[src/rtl/cache_ctrl_pkg.sv]
// Shared definitions for the cache miss controller: memory opcodes,
// controller state encoding and opcode classification helpers.
package cache_ctrl_pkg;

   localparam logic [5:0] OP_LW = 6'b100011;
   localparam logic [5:0] OP_SW = 6'b101011;
   localparam logic [5:0] OP_LB = 6'b100000;
   localparam logic [5:0] OP_SB = 6'b101000;

   typedef enum logic [2:0] {
      S_IDLE    = 3'd0,
      S_WB      = 3'd1,
      S_FILL    = 3'd2,
      S_INSTALL = 3'd3,
      S_RESP    = 3'd4,
      S_WAROUND = 3'd5
   } state_e;

   function automatic logic is_load(input logic [5:0] op);
      return (op == OP_LW) || (op == OP_LB);
   endfunction

   function automatic logic is_store(input logic [5:0] op);
      return (op == OP_SW) || (op == OP_SB);
   endfunction

   function automatic logic is_word_op(input logic [5:0] op);
      return (op == OP_LW) || (op == OP_SW);
   endfunction

endpackage

[src/rtl/mem_wait_counter.sv]
// Main-memory wait timer. A pulse on load starts a MEM_LATENCY-cycle window:
// the counter takes MEM_LATENCY-1 and counts down, and done is high while it
// sits at zero, i.e. on the last cycle of the window (and whenever idle).
//   clk   : clock
//   rst_n : asynchronous active-low reset, clears the counter
//   load  : restart the window on the next edge
//   done  : terminal count reached
module mem_wait_counter #(
   parameter int MEM_LATENCY = 4
) (
   input  logic clk,
   input  logic rst_n,
   input  logic load,
   output logic done
);

   localparam int CW = (MEM_LATENCY > 1) ? $clog2(MEM_LATENCY) : 1;
   localparam logic [CW-1:0] LOAD_VAL = CW'(MEM_LATENCY - 1);

   logic [CW-1:0] cnt;

   always_ff @(posedge clk or negedge rst_n) begin
      if (!rst_n) begin
         cnt <= '0;
      end else if (load) begin
         cnt <= LOAD_VAL;
      end else if (cnt != '0) begin
         cnt <= cnt - CW'(1);
      end
   end

   assign done = (cnt == '0);

endmodule

[src/rtl/mem_cache_ctrl.sv]
// Cache controller for a single-issue pipeline: resolves load/store hits in
// one cycle and sequences write-back, line fill, install and write-around on
// misses while stalling the PC.
//   clk, rst_n            : clock, asynchronous active-low reset
//   opcode                : instruction opcode (only sampled while idle)
//   cache_hit, cache_dirty: tag match / dirty bit of the indexed line
//   we_memory, we_cache   : memory / cache write enables
//   cache_input_type      : 0 = line from memory, 1 = store data
//   memory_address_type   : 0 = request address, 1 = victim address
//   is_word, register_write, set_dirty, set_valid : datapath controls
//   pc_enable, lock       : pipeline advance / stall
//   miss_count            : saturating count of misses since reset
//
// state   | meaning
// IDLE    | decode current opcode, serve hits, launch misses
// WB      | write dirty victim line back to memory
// FILL    | read requested line from memory
// INSTALL | write filled line or store data into the cache
// RESP    | return load data to the register file
// WAROUND | store miss bypassing the cache straight to memory
module mem_cache_ctrl
   import cache_ctrl_pkg::*;
#(
   parameter int MEM_LATENCY    = 4,
   parameter bit WRITE_ALLOCATE = 1'b1,
   parameter int CNT_W          = 16
) (
   input  logic             clk,
   input  logic             rst_n,
   input  logic [5:0]       opcode,
   input  logic             cache_hit,
   input  logic             cache_dirty,
   output logic             we_memory,
   output logic             we_cache,
   output logic             cache_input_type,
   output logic             memory_address_type,
   output logic             is_word,
   output logic             register_write,
   output logic             set_dirty,
   output logic             set_valid,
   output logic             pc_enable,
   output logic             lock,
   output logic [CNT_W-1:0] miss_count
);

   localparam logic [2:0] ST_IDLE    = S_IDLE;
   localparam logic [2:0] ST_WB      = S_WB;
   localparam logic [2:0] ST_FILL    = S_FILL;
   localparam logic [2:0] ST_INSTALL = S_INSTALL;
   localparam logic [2:0] ST_RESP    = S_RESP;
   localparam logic [2:0] ST_WAROUND = S_WAROUND;

   logic [2:0] state;
   logic [2:0] state_nxt;
   logic [5:0] op_q;
   logic [5:0] op;
   logic       op_load;
   logic       op_store;
   logic       cnt_load;
   logic       cnt_done;
   logic       leave_idle;

   // Only the idle cycle looks at the live opcode; once a miss is under way
   // the pipeline may present anything and the captured opcode rules.
   assign op       = (state == ST_IDLE) ? opcode : op_q;
   assign op_load  = is_load(op);
   assign op_store = is_store(op);

   mem_wait_counter #(
      .MEM_LATENCY(MEM_LATENCY)
   ) u_wait (
      .clk  (clk),
      .rst_n(rst_n),
      .load (cnt_load),
      .done (cnt_done)
   );

   always_comb begin
      state_nxt           = ST_IDLE;
      cnt_load            = 1'b0;
      we_memory           = 1'b0;
      we_cache            = 1'b0;
      cache_input_type    = 1'b1;
      memory_address_type = 1'b0;
      is_word             = is_word_op(op);
      register_write      = 1'b0;
      set_dirty           = 1'b0;
      set_valid           = 1'b0;
      pc_enable           = 1'b0;
      lock                = 1'b1;

      case (state)
         ST_IDLE: begin
            state_nxt = ST_IDLE;
            if (op_load && cache_hit) begin
               register_write = 1'b1;
               pc_enable      = 1'b1;
               lock           = 1'b0;
            end else if (op_store && (cache_hit || (WRITE_ALLOCATE && !cache_dirty))) begin
               // A clean victim can simply be overwritten by the store.
               we_cache  = 1'b1;
               set_dirty = 1'b1;
               set_valid = 1'b1;
               pc_enable = 1'b1;
               lock      = 1'b0;
            end else if (op_store && !WRITE_ALLOCATE) begin
               state_nxt = ST_WAROUND;
               cnt_load  = 1'b1;
            end else if ((op_load || op_store) && cache_dirty) begin
               state_nxt = ST_WB;
               cnt_load  = 1'b1;
            end else if (op_load) begin
               state_nxt = ST_FILL;
               cnt_load  = 1'b1;
            end else begin
               pc_enable = 1'b1;
               lock      = 1'b0;
            end
         end

         ST_WB: begin
            we_memory           = 1'b1;
            memory_address_type = 1'b1;
            if (cnt_done) begin
               state_nxt = op_load ? ST_FILL : ST_INSTALL;
               cnt_load  = op_load;
            end else begin
               state_nxt = ST_WB;
            end
         end

         ST_FILL: begin
            state_nxt = cnt_done ? ST_INSTALL : ST_FILL;
         end

         ST_INSTALL: begin
            we_cache  = 1'b1;
            set_valid = 1'b1;
            if (op_load) begin
               // Whole line comes from memory regardless of access size.
               cache_input_type = 1'b0;
               is_word          = 1'b1;
               state_nxt        = ST_RESP;
            end else begin
               set_dirty = 1'b1;
               pc_enable = 1'b1;
               lock      = 1'b0;
               state_nxt = ST_IDLE;
            end
         end

         ST_RESP: begin
            register_write = 1'b1;
            pc_enable      = 1'b1;
            lock           = 1'b0;
            state_nxt      = ST_IDLE;
         end

         ST_WAROUND: begin
            we_memory = 1'b1;
            if (cnt_done) begin
               pc_enable = 1'b1;
               lock      = 1'b0;
               state_nxt = ST_IDLE;
            end else begin
               state_nxt = ST_WAROUND;
            end
         end

         default: state_nxt = ST_IDLE;
      endcase
   end

   assign leave_idle = (state == ST_IDLE) && (state_nxt != ST_IDLE);

   always_ff @(posedge clk or negedge rst_n) begin
      if (!rst_n) begin
         state      <= ST_IDLE;
         op_q       <= '0;
         miss_count <= '0;
      end else begin
         state <= state_nxt;
         if (leave_idle) begin
            op_q <= opcode;
            if (miss_count != '1) begin
               miss_count <= miss_count + CNT_W'(1);
            end
         end
      end
   end

endmodule

[config.mk]
export PLATFORM = sky130hd
export DESIGN_NAME = mem_cache_ctrl
export DESIGN_NICKNAME = d
export VERILOG_FILES = /design/src/rtl/cache_ctrl_pkg.sv /design/src/rtl/mem_wait_counter.sv /design/src/rtl/mem_cache_ctrl.sv
export SDC_FILE = /design/constraint.sdc
export NUM_CORES = 1
export LEC_CHECK = 0
export BUFFER_PORTS_ARGS = -buffer_cell sky130_fd_sc_hd__buf_2
export CORE_MARGIN = 2
export CORE_UTILIZATION = 53
export DETAILED_ROUTE_END_ITERATION = 10
export GPL_ROUTABILITY_DRIVEN = 0
export MAX_ROUTING_LAYER = met4
export PLACE_DENSITY = 0.79
export SLEW_MARGIN = 10
export SYNTH_ARGS = -nofsm -noshare
export SYNTH_HDL_FRONTEND = slang
export SYNTH_SLANG_ARGS = --single-unit
[constraint.sdc]
create_clock -name clk -period 3.35 [get_ports clk]
set_input_delay 0.1675 -clock clk [delete_from_list [all_inputs] [get_ports clk]]
set_output_delay 0.1675 -clock clk [all_outputs]
set_load 0.01 [all_outputs]
==> results of run 1 <==
==> sequential cells by signal (all words and copies together), names as in the netlist <==
signal      flops
op_q            6
state           3
miss_count     16
u_wait.cnt      2
==> synth_stat cells, types with 2 or more instances <==
cell type	count	area (um^2)
a21oi_1	4	20.02
clkbuf_1	4	15.01
dfrtp_1	27	675.7
ha_1	2	25.02
inv_1	6	22.52
mux2_2	4	45.04
nand2_1	15	56.30
nand2b_1	5	31.28
nand3_1	8	40.04
nand4_1	5	31.28
nor2_1	18	67.56
nor3_1	10	50.05
o21ai_0	6	30.03
or3b_2	2	17.52
xnor2_1	2	17.52
xor2_1	16	140.1
==> per-layer routing <==
layer,part of all wire [%],vias to the layer above
li1,-,628
met5,0,-
met2,47,51
met1,44,612
met3,6.5,7
met4,1.8,0
==> how the worst min path moves through the flow <==
stage,startpoint,to,slack [ns]
final,opcode[3],op_q[3],0.11
after global routing,opcode[3],op_q[3],0.10
after CTS,opcode[3],op_q[3],0.10
after detailed placement,rst_n,miss_count[12],0.20
after global placement,rst_n,miss_count[10],0.20
after floorplan,rst_n,miss_count[0],-0.13
==> cell type report <==
class                           count  share of cell area (%)
Tap cell                           31                   2.189
Multi-Input combinational cell    122                   45.83
Timing Repair Buffer               37                   10.88
Clock buffer                        3                   1.271
Inverter                            6                   1.271
Clock inverter                      1                  0.4237
Sequential cell                    27                   38.14
==> cells by family after synthesis <==
group,after synthesis
multiplexers,5
adder cells (fa/ha/maj),2
buffers and inverters,13
flip-flops,27
AND/OR/NAND/NOR,78
AO/OA/AOI/OAI,19
XOR/XNOR,18
==> where the power goes <==
part | internal [W] | switching (W)
combinational | 0.000300 | 0.000404
clock | 0.0000458 | 0.0000979
sequential | 0.000401 | 0.0000991
total | 0.000746 | 0.000601
==> critical path, cell delays in order, from the launching register on <==
cell and delay, ns:
dfrtp_1 0.49, or3_1 0.54, or3_4 0.38, o221ai_4 0.27, nor2_2 0.10, nor2_1 0.32, mux2_2 0.38
==> metrics by stage <==
stage                     utilization [%]  setup WS [ns]  hold WS [ns]
after floorplan                         -         0.9578       -0.1281
after global placement              62.79         0.8666        0.1959
after detailed placement            62.79         0.7951        0.1952
after CTS                           64.25         0.7879        0.1019
after global routing                64.25         0.6314        0.1039
final                               64.25         0.7872        0.1116
==> timing repair <==
item | 4_1_cts | 5_1_grt
hold endpoints to repair | 27 | 0
setup endpoints to repair | 0 | 0
hold buffers | 1 | 0
==> flow_summary.yaml, run 1 <==
outcome:
  status: "completed"
yosys:
  synth_edf_count: 0
  synth_fa_ha_area_share_pct: 1.616
  yosysWarningCount: 0
  synth_top_family_by_area: "simple AND/OR/NAND/NOR gates"
  ys_ff_latch: 27
  avgSynthCellArea_um2: 9.562
  synth_xor_area_share_pct: 10.18
  synthCells: 162
  synth-compound-area-share_pct: 9.289
  synth-simple-area-share_pct: 27.46
  async_flop_share_pct: 100.0
  ys_types: 44
  yosysSeqAreaShare_pct: 43.62
  netlist_area_mm2: 0.001549
  synth_fp_nets: 174
  synthMuxAreaShare_pct: 3.877
  synth_ff_type: "dfrtp_1"
global_route:
  antenna_found_initial: 0
  grt_util_met1_pct: 27.18
  grt_pass1_wl_um: 5340
  use_met3_pct: 2.009
  use_met2_pct: 35.06
  grt_start_max_net_pins: 28
  busiest_layer: "met2"
  grt.overflow.total: 0
  grt_pass1_vias: 1197
  grt_usage_pct: 21.04
clocking:
  clk_pin_slew_ns: 0.15
  post_cts_resized: 0
  h-tree-depth: 1
  clk_path_buf_depth: 2
  cts_sinks: 27
  cts_tree: "done"
  cts_root_buf: "clkbuf_4"
  cts_setup_buffers: 0
  cts_buffers: 3
  insertion_delay_ns: 0.34
worst_setup_path:
  r2r_start: "state[1]"
  worstSetupEndpoint: "op_q[3]"
  end_kind: "register"
  path_class: "register to register"
  worst_ep_required_time_ns: 3.59
  worstSetupStartpointType: "register"
  cp_max_fo: 10
  worst_ep_arrival_time_ns: 2.81
  reg2reg_slack_ns: 0.79
  reg2reg_depth: 6
  critPathLaunch: "state[1]"
  reg2reg_to: "op_q[3]"
worst_hold_path:
  hold_class: "input pin to register"
  hold_depth: 2
final_layout:
  antennaDiodeCount: 0
  seq_area_um2: 675.6
  synthToLayoutAreaGrowth_pct: 14.38
  design_area_mm2: 0.001772
  instances_no_fill: 227
  drive_gt1_share_pct: 28.06
  final_common_cell: "buf_2"
  num-fill-cells: 241
  multi_input_area_um2: 812.0
  final_cell_mix: "buf_2 (35), dfrtp_1 (27), nor2_1 (18)"
  nets: 209
sta:
  rsz0062_at_grt: "false"
  max_freq_mhz: 390.2
  relSlewSlack_pct: 61.07
  tns_ns: 0
  finClkSkew_ns: 0.01472
  worst_slew_pin_slew_ns: 0.5839
  period_needed_ns: 2.563
  finalCritPeriodShare_pct: 76.50
  setup_viol: 0
  hold_viol: 0
  slew_violations: 0
die:
  io_pins: 36
  fp.dieH_um: 58.06
  coreArea_mm2: 0.002758
  die_x_um: 58.06
  core.rowCount: 19
  initial_utilization_pct: 56.17
  die_area_mm2: 0.003371
placement:
  dp_cells: 222
  hpwl_um: 2388
  placed_area_mm2: 0.001732
  port-buffer-count: 35
pwr:
  finalPower_w: 0.001347
  p_leak_nw: 0.8652
  ir_drop_uv: 532.4
  powerDensity_mw_per_mm2: 760.1
detailed_routing:
  drt_first_pass_iters: 4
  finalWirelength_um: 3244
  wl_per_cell_um: 14.29
  num_vias: 1298
  ant_nets: 0
  first_iter_violations: 110
  routed_via_density: 5.718
  drc_errors: 0
job:
  maxCapViolations: 0
No activity file was read; power rests on OpenSTA's default activity.
==> run 2, diff against run 1 <==
--- a/config.mk
+++ b/config.mk
@@ -7,11 +7,11 @@
 export LEC_CHECK = 0
 export BUFFER_PORTS_ARGS = -buffer_cell sky130_fd_sc_hd__buf_2
 export CORE_MARGIN = 2
-export CORE_UTILIZATION = 53
+export CORE_UTILIZATION = 48
 export DETAILED_ROUTE_END_ITERATION = 10
 export GPL_ROUTABILITY_DRIVEN = 0
 export MAX_ROUTING_LAYER = met4
-export PLACE_DENSITY = 0.79
+export PLACE_DENSITY = 0.75
 export SLEW_MARGIN = 10
 export SYNTH_ARGS = -nofsm -noshare
 export SYNTH_HDL_FRONTEND = slang
==> constraint.sdc (replaced) <==
create_clock -name clk -period 2.2 [get_ports clk]
set_input_delay 0.11 -clock clk [delete_from_list [all_inputs] [get_ports clk]]
set_output_delay 0.11 -clock clk [all_outputs]
set_load 0.01 [all_outputs]
==> flow_summary.yaml, run 2 (synthesized netlist as in run 1, its figures left out) <==
outcome:
  status: "completed"
clocking:
  insertion_delay_ns: 0.33
  cts_buffers: 3
  cts_tree: "done"
  cts_sinks: 27
  cts_root_buf: "clkbuf_4"
  clk_path_buf_depth: 2
  h-tree-depth: 1
  clk_pin_slew_ns: 0.14
detailed_routing:
  ant_nets: 0
  drc_errors: 0
  drt_first_pass_iters: 4
  wl_per_cell_um: 13.41
  first_iter_violations: 173
  num_vias: 1362
  finalWirelength_um: 3407
  routed_via_density: 5.362
worst_setup_path:
  path_class: "register to output pin"
  worst_ep_required_time_ns: 2.09
  timing.critical_path.buf_inv: 2
  critPathLaunch: "state[1]"
  crit_family: "simple AND/OR/NAND/NOR gates"
  worst_ep_arrival_time_ns: 2.06
  r2r_start: "state[1]"
  worstSetupStartpointType: "register"
  crit_slowest_cell: "dfrtp_1"
  crit_path_frequent_cell: "o21ai_1"
  crit_chain: "or3_4 > buf_8 > nor3_4 > o21ai_1 > o21ai_1 > o21a_1 > buf_2"
  cp_max_fo: 5
  cp_slowest_stage_delay_ns: 0.40
  end_kind: "output pin"
sta:
  hold_viol: 0
  relSlewSlack_pct: 62.10
  slew_violations: 0
  worst_slew_pin_slew_ns: 0.5686
  max_freq_mhz: 460.4
  finClkSkew_ns: 0.0009937
  finalCritPeriodShare_pct: 98.73
  rsz0062_at_grt: "true"
  setup_viol: 0
  period_needed_ns: 2.172
  timing.hold.ws_ns: 0.06540
final_layout:
  reg_top3: "miss_count (16), op_q (6), state (3)"
  nets: 223
  drive_gt1_share_pct: 39.05
  postLayoutCoreUtil_pct: 64.96
  antennaDiodeCount: 0
  top_register: "miss_count"
  final_common_cell: "buf_2"
  largest_reg_flops: 16
  final_cell_mix: "buf_2 (35), dfrtp_1 (27), nor2_1 (16), xor2_1 (16), nand2_1 (14)"
  num-fill-cells: 264
  instances_no_fill: 254
  synthToLayoutAreaGrowth_pct: 28.03
worst_hold_path:
  hold_class: "input pin to register"
  min-delay-start: "opcode[3]"
global_route:
  grt.overflow.total: 0
  grt_start_max_net_pins: 28
  grt_pass1_vias: 1236
  grt_usage_pct: 20.01
  antenna_found_initial: 0
  grt_pass1_wl_um: 5361
die:
  initial_utilization_pct: 50.74
  coreArea_mm2: 0.003053
  io_pins: 36
  fp.dieH_um: 60.81
  die_x_um: 60.81
  core.rowCount: 20
  die_area_mm2: 0.003697
job:
  maxCapViolations: 0
pwr:
  p_leak_nw: 0.9557
  ir_drop_uv: 708.5
  powerDensity_mw_per_mm2: 1215
placement:
  port-buffer-count: 35
  dp_cells: 243
  hpwl_um: 2469
## run 2: changes by cell type in the layout (fill, tap and decap cells not counted), sizes merged
| cell | previous run | this run |
|---|---|---|
| clkinvlp | 1 | 0 |
| buf | 36 | 50 |
| clkinv | 0 | 1 |
## run 2: area by class of cell
type                       instances  area, um^2  share of cell area (%)
tap                               44       55.05                   2.776
sequential                        27       675.6                   34.07
clock inverter                     1       5.005                  0.2524
clock buffer                       3       22.52                   1.136
timing repair buffer              51       309.0                   15.58
inverter                           6       22.52                   1.136
multi-input combinational        122       893.4                   45.05
## run 2: path summary, 6_finish.rpt
path	slack, ns	end	depth (start not counted)
setup / recovery	0.03	lock	7
hold / removal	0.07	op_q[3]	2
setup reg to reg	0.05	miss_count[1]	6
hold reg to reg	0.50	miss_count[11]	1
max in group asynchronous	1.54	miss_count[4]	2
min in group asynchronous	0.29	miss_count[15]	2
## run 2: power by group
part	leakage (nW)	switching (W)	internal, W	total, W
Sequential	0.332	0.000116	0.000610	0.000727
Clock	0.0177	0.000145	0.0000685	0.000213
Combinational	0.606	0.000775	0.000695	0.00147
Total	0.956	0.00104	0.00137	0.00241
## run 2: what timing repair did
item,in CTS,in global routing
setup buffers,2,4
endpoints found under the setup margin,6,19
endpoints found under the hold margin,27,0
pin swaps,2,10
hold buffers,1,0
resized for setup,5,18
## run 2: routing by layer
layer | share of wire (%) | vias up | GRT usage (%) | wire, um
met4 | 2.3 | 0 | 8.696 | 77
met1 | 42 | 641 | 23.61 | 1428
met5 | 0 | - | - | 0
met2 | 50 | 53 | 34.25 | 1700
li1 | - | 657 | - | -
met3 | 5.9 | 11 | 2.345 | 200
## run 2: stage by stage
step	instance area [um^2]	setup WS, ns	power, W	TNS (ns)
3_5_place_dp	1810	-0.006137	0.001964	-0.006137
6_report	1983	0.02789	0.002410	0
5_1_grt	1983	-0.07320	0.002582	-0.2078
2_1_floorplan	1558	-0.1266	0.001563	-0.4581
3_3_place_gp	1810	0.08794	0.001906	0
4_1_cts	1878	-0.004090	0.002237	-0.004090
==> run 3, diff against run 2 <==
--- a/config.mk
+++ b/config.mk
@@ -8,10 +8,12 @@
 export BUFFER_PORTS_ARGS = -buffer_cell sky130_fd_sc_hd__buf_2
 export CORE_MARGIN = 2
 export CORE_UTILIZATION = 48
+export CTS_BUF_LIST = sky130_fd_sc_hd__clkbuf_4 sky130_fd_sc_hd__clkbuf_8 sky130_fd_sc_hd__clkbuf_16
 export DETAILED_ROUTE_END_ITERATION = 10
 export GPL_ROUTABILITY_DRIVEN = 0
 export MAX_ROUTING_LAYER = met4
 export PLACE_DENSITY = 0.75
+export SETUP_SLACK_MARGIN = 0.05
 export SLEW_MARGIN = 10
 export SYNTH_ARGS = -nofsm -noshare
 export SYNTH_HDL_FRONTEND = slang
==> flow_summary.yaml, run 3 (synthesized netlist as in run 1, its figures left out) <==
outcome:
  status: "completed"
worst_hold_path:
  hold_depth: 2
  min-delay-start: "opcode[1]"
  hold_class: "input pin to register"
  min_to: "op_q[1]"
sta:
  finalCritPeriodShare_pct: 97.15
  slew_violations: 0
  timing.hold.ws_ns: 0.08014
  finClkSkew_ns: 0.009363
  hold_viol: 0
  worst_slew_pin_slew_ns: 0.5774
  max_freq_mhz: 467.9
  period_needed_ns: 2.137
  relSlewSlack_pct: 61.51
  setup_viol: 0
  rsz0062_at_grt: "true"
  setup_ws_ns: 0.06260
worst_setup_path:
  worst_ep_required_time_ns: 2.43
  reg2reg_slack_ns: 0.06
  cp_max_fo: 4
  crit_chain: "or3_4 > or3_4 > o221ai_4 > o21ai_4 > or2_4 > mux2_4"
  end_kind: "register"
  crit_path_frequent_cell: "or3_4"
  timing.critical_path.buf_inv: 0
  cp_slowest_stage_delay_ns: 0.40
  crit_family: "simple AND/OR/NAND/NOR gates"
  r2r_start: "state[1]"
  reg2reg_depth: 6
  crit_slowest_cell: "dfrtp_1"
  path_class: "register to register"
  worst_ep_arrival_time_ns: 2.37
  worstSetupStartpointType: "register"
  reg2reg_to: "miss_count[1]"
global_route:
  grt_pass1_wl_um: 5492
  grt_usage_pct: 20.63
  grt_pass1_vias: 1225
  antenna_found_initial: 0
  grt.overflow.total: 0
  grt_start_max_net_pins: 28
placement:
  post-place-ws_ns: 0.03092
  port-buffer-count: 35
  hpwl_um: 2590
die:
  fp.dieH_um: 60.81
  initial_utilization_pct: 50.74
  core.rowCount: 20
  io_pins: 36
  die_x_um: 60.81
  coreArea_mm2: 0.003053
  die_area_mm2: 0.003697
final_layout:
  antennaDiodeCount: 0
  seq_area_um2: 675.6
  num-fill-cells: 270
  synthToLayoutAreaGrowth_pct: 28.84
  largest_reg_flops: 16
  final_cell_mix: "buf_2 (35), dfrtp_1 (27), nor2_1 (16), xor2_1 (16), nand2_1 (15)"
  postLayoutCoreUtil_pct: 65.37
  final_common_cell: "buf_2"
  top_register: "miss_count"
  nets: 223
  multi_input_area_um2: 905.9
  drive_gt1_share_pct: 39.05
  reg_top3: "miss_count (16), op_q (6), state (3)"
pwr:
  ir_drop_uv: 632.4
  powerDensity_mw_per_mm2: 1216
  p_leak_nw: 0.9632
job:
  maxCapViolations: 0
detailed_routing:
  drc_errors: 0
  first_iter_violations: 67
  routed_via_density: 5.335
  num_vias: 1355
  drt_first_pass_iters: 4
  wl_per_cell_um: 14.43
  finalWirelength_um: 3664
  ant_nets: 0
clocking:
  cts_sinks: 27
  cts_buffers: 3
  insertion_delay_ns: 0.32
  h-tree-depth: 1
  clk_path_buf_depth: 2
  clk_pin_slew_ns: 0.14
  cts_tree: "done"
  cts_root_buf: "clkbuf_4"
-- run 3: power breakdown --
group / switching (W) / internal, W / leakage, nW
combinational: 0.000798 / 0.000688 / 0.614
sequential: 0.000120 / 0.000610 / 0.332
clock: 0.000142 / 0.0000681 / 0.0177
total: 0.00106 / 0.00137 / 0.963
-- run 3: how the worst max path moves through the flow --
stage                   start  slack, ns             to  cells past startpoint
CTS                  state[1]       0.04           lock                      7
finish               state[1]       0.06  miss_count[1]                      6
floorplan            state[1]      -0.13  miss_count[1]                      8
detailed placement  opcode[2]       0.03        op_q[0]                      7
global placement    opcode[2]       0.09        op_q[3]                      7
global route         state[1]      -0.01      pc_enable                      7
-- run 3: worst register-to-register path, cell delays in order (launching register included) --
cell and delay (ns):
dfrtp_1 0.40, or3_4 0.40, or3_4 0.34, o221ai_4 0.27, o21ai_4 0.09, or2_4 0.25
mux2_4 0.29
-- run 3: area by class of cell --
| cell class | count | share of cell area [%] |
|---|---|---|
| clock buffers | 3 | 1.129 |
| clock inverters | 1 | 0.2508 |
| inverters | 6 | 1.129 |
| multi-input cells | 122 | 45.39 |
| flip-flops and latches | 27 | 33.86 |
| well taps | 44 | 2.759 |
| repair buffers | 51 | 15.49 |
-- run 3: per-layer routing --
metal | share of wire [%] | wire length, um | global-route usage (%)
met1 | 41 | 1512 | 24.63
met4 | 1.7 | 62 | 9.006
met2 | 53 | 1927 | 35.48
met5 | 0 | 0 | -
met3 | 4.4 | 161 | 1.706
-- run 3: per-stage QoR --
stage	cells	instance area (um^2)	power (W)	TNS, ns
floorplan	162	1558	0.001563	-0.4577
global placement	243	1810	0.001906	0
detailed placement	243	1810	0.001974	0
CTS	251	1892	0.002256	0
global route	254	1996	0.002578	-0.02041
finish	254	1996	0.002427	0
-- run 3: what timing repair did --
action / CTS / global route
setup buffers: 3 / 3
endpoints found under the setup margin: 8 / 23
resized for setup: 7 / 19
hold buffers: 1 / 0
hold endpoints to repair: 27 / 0
pin swaps: 2 / 16
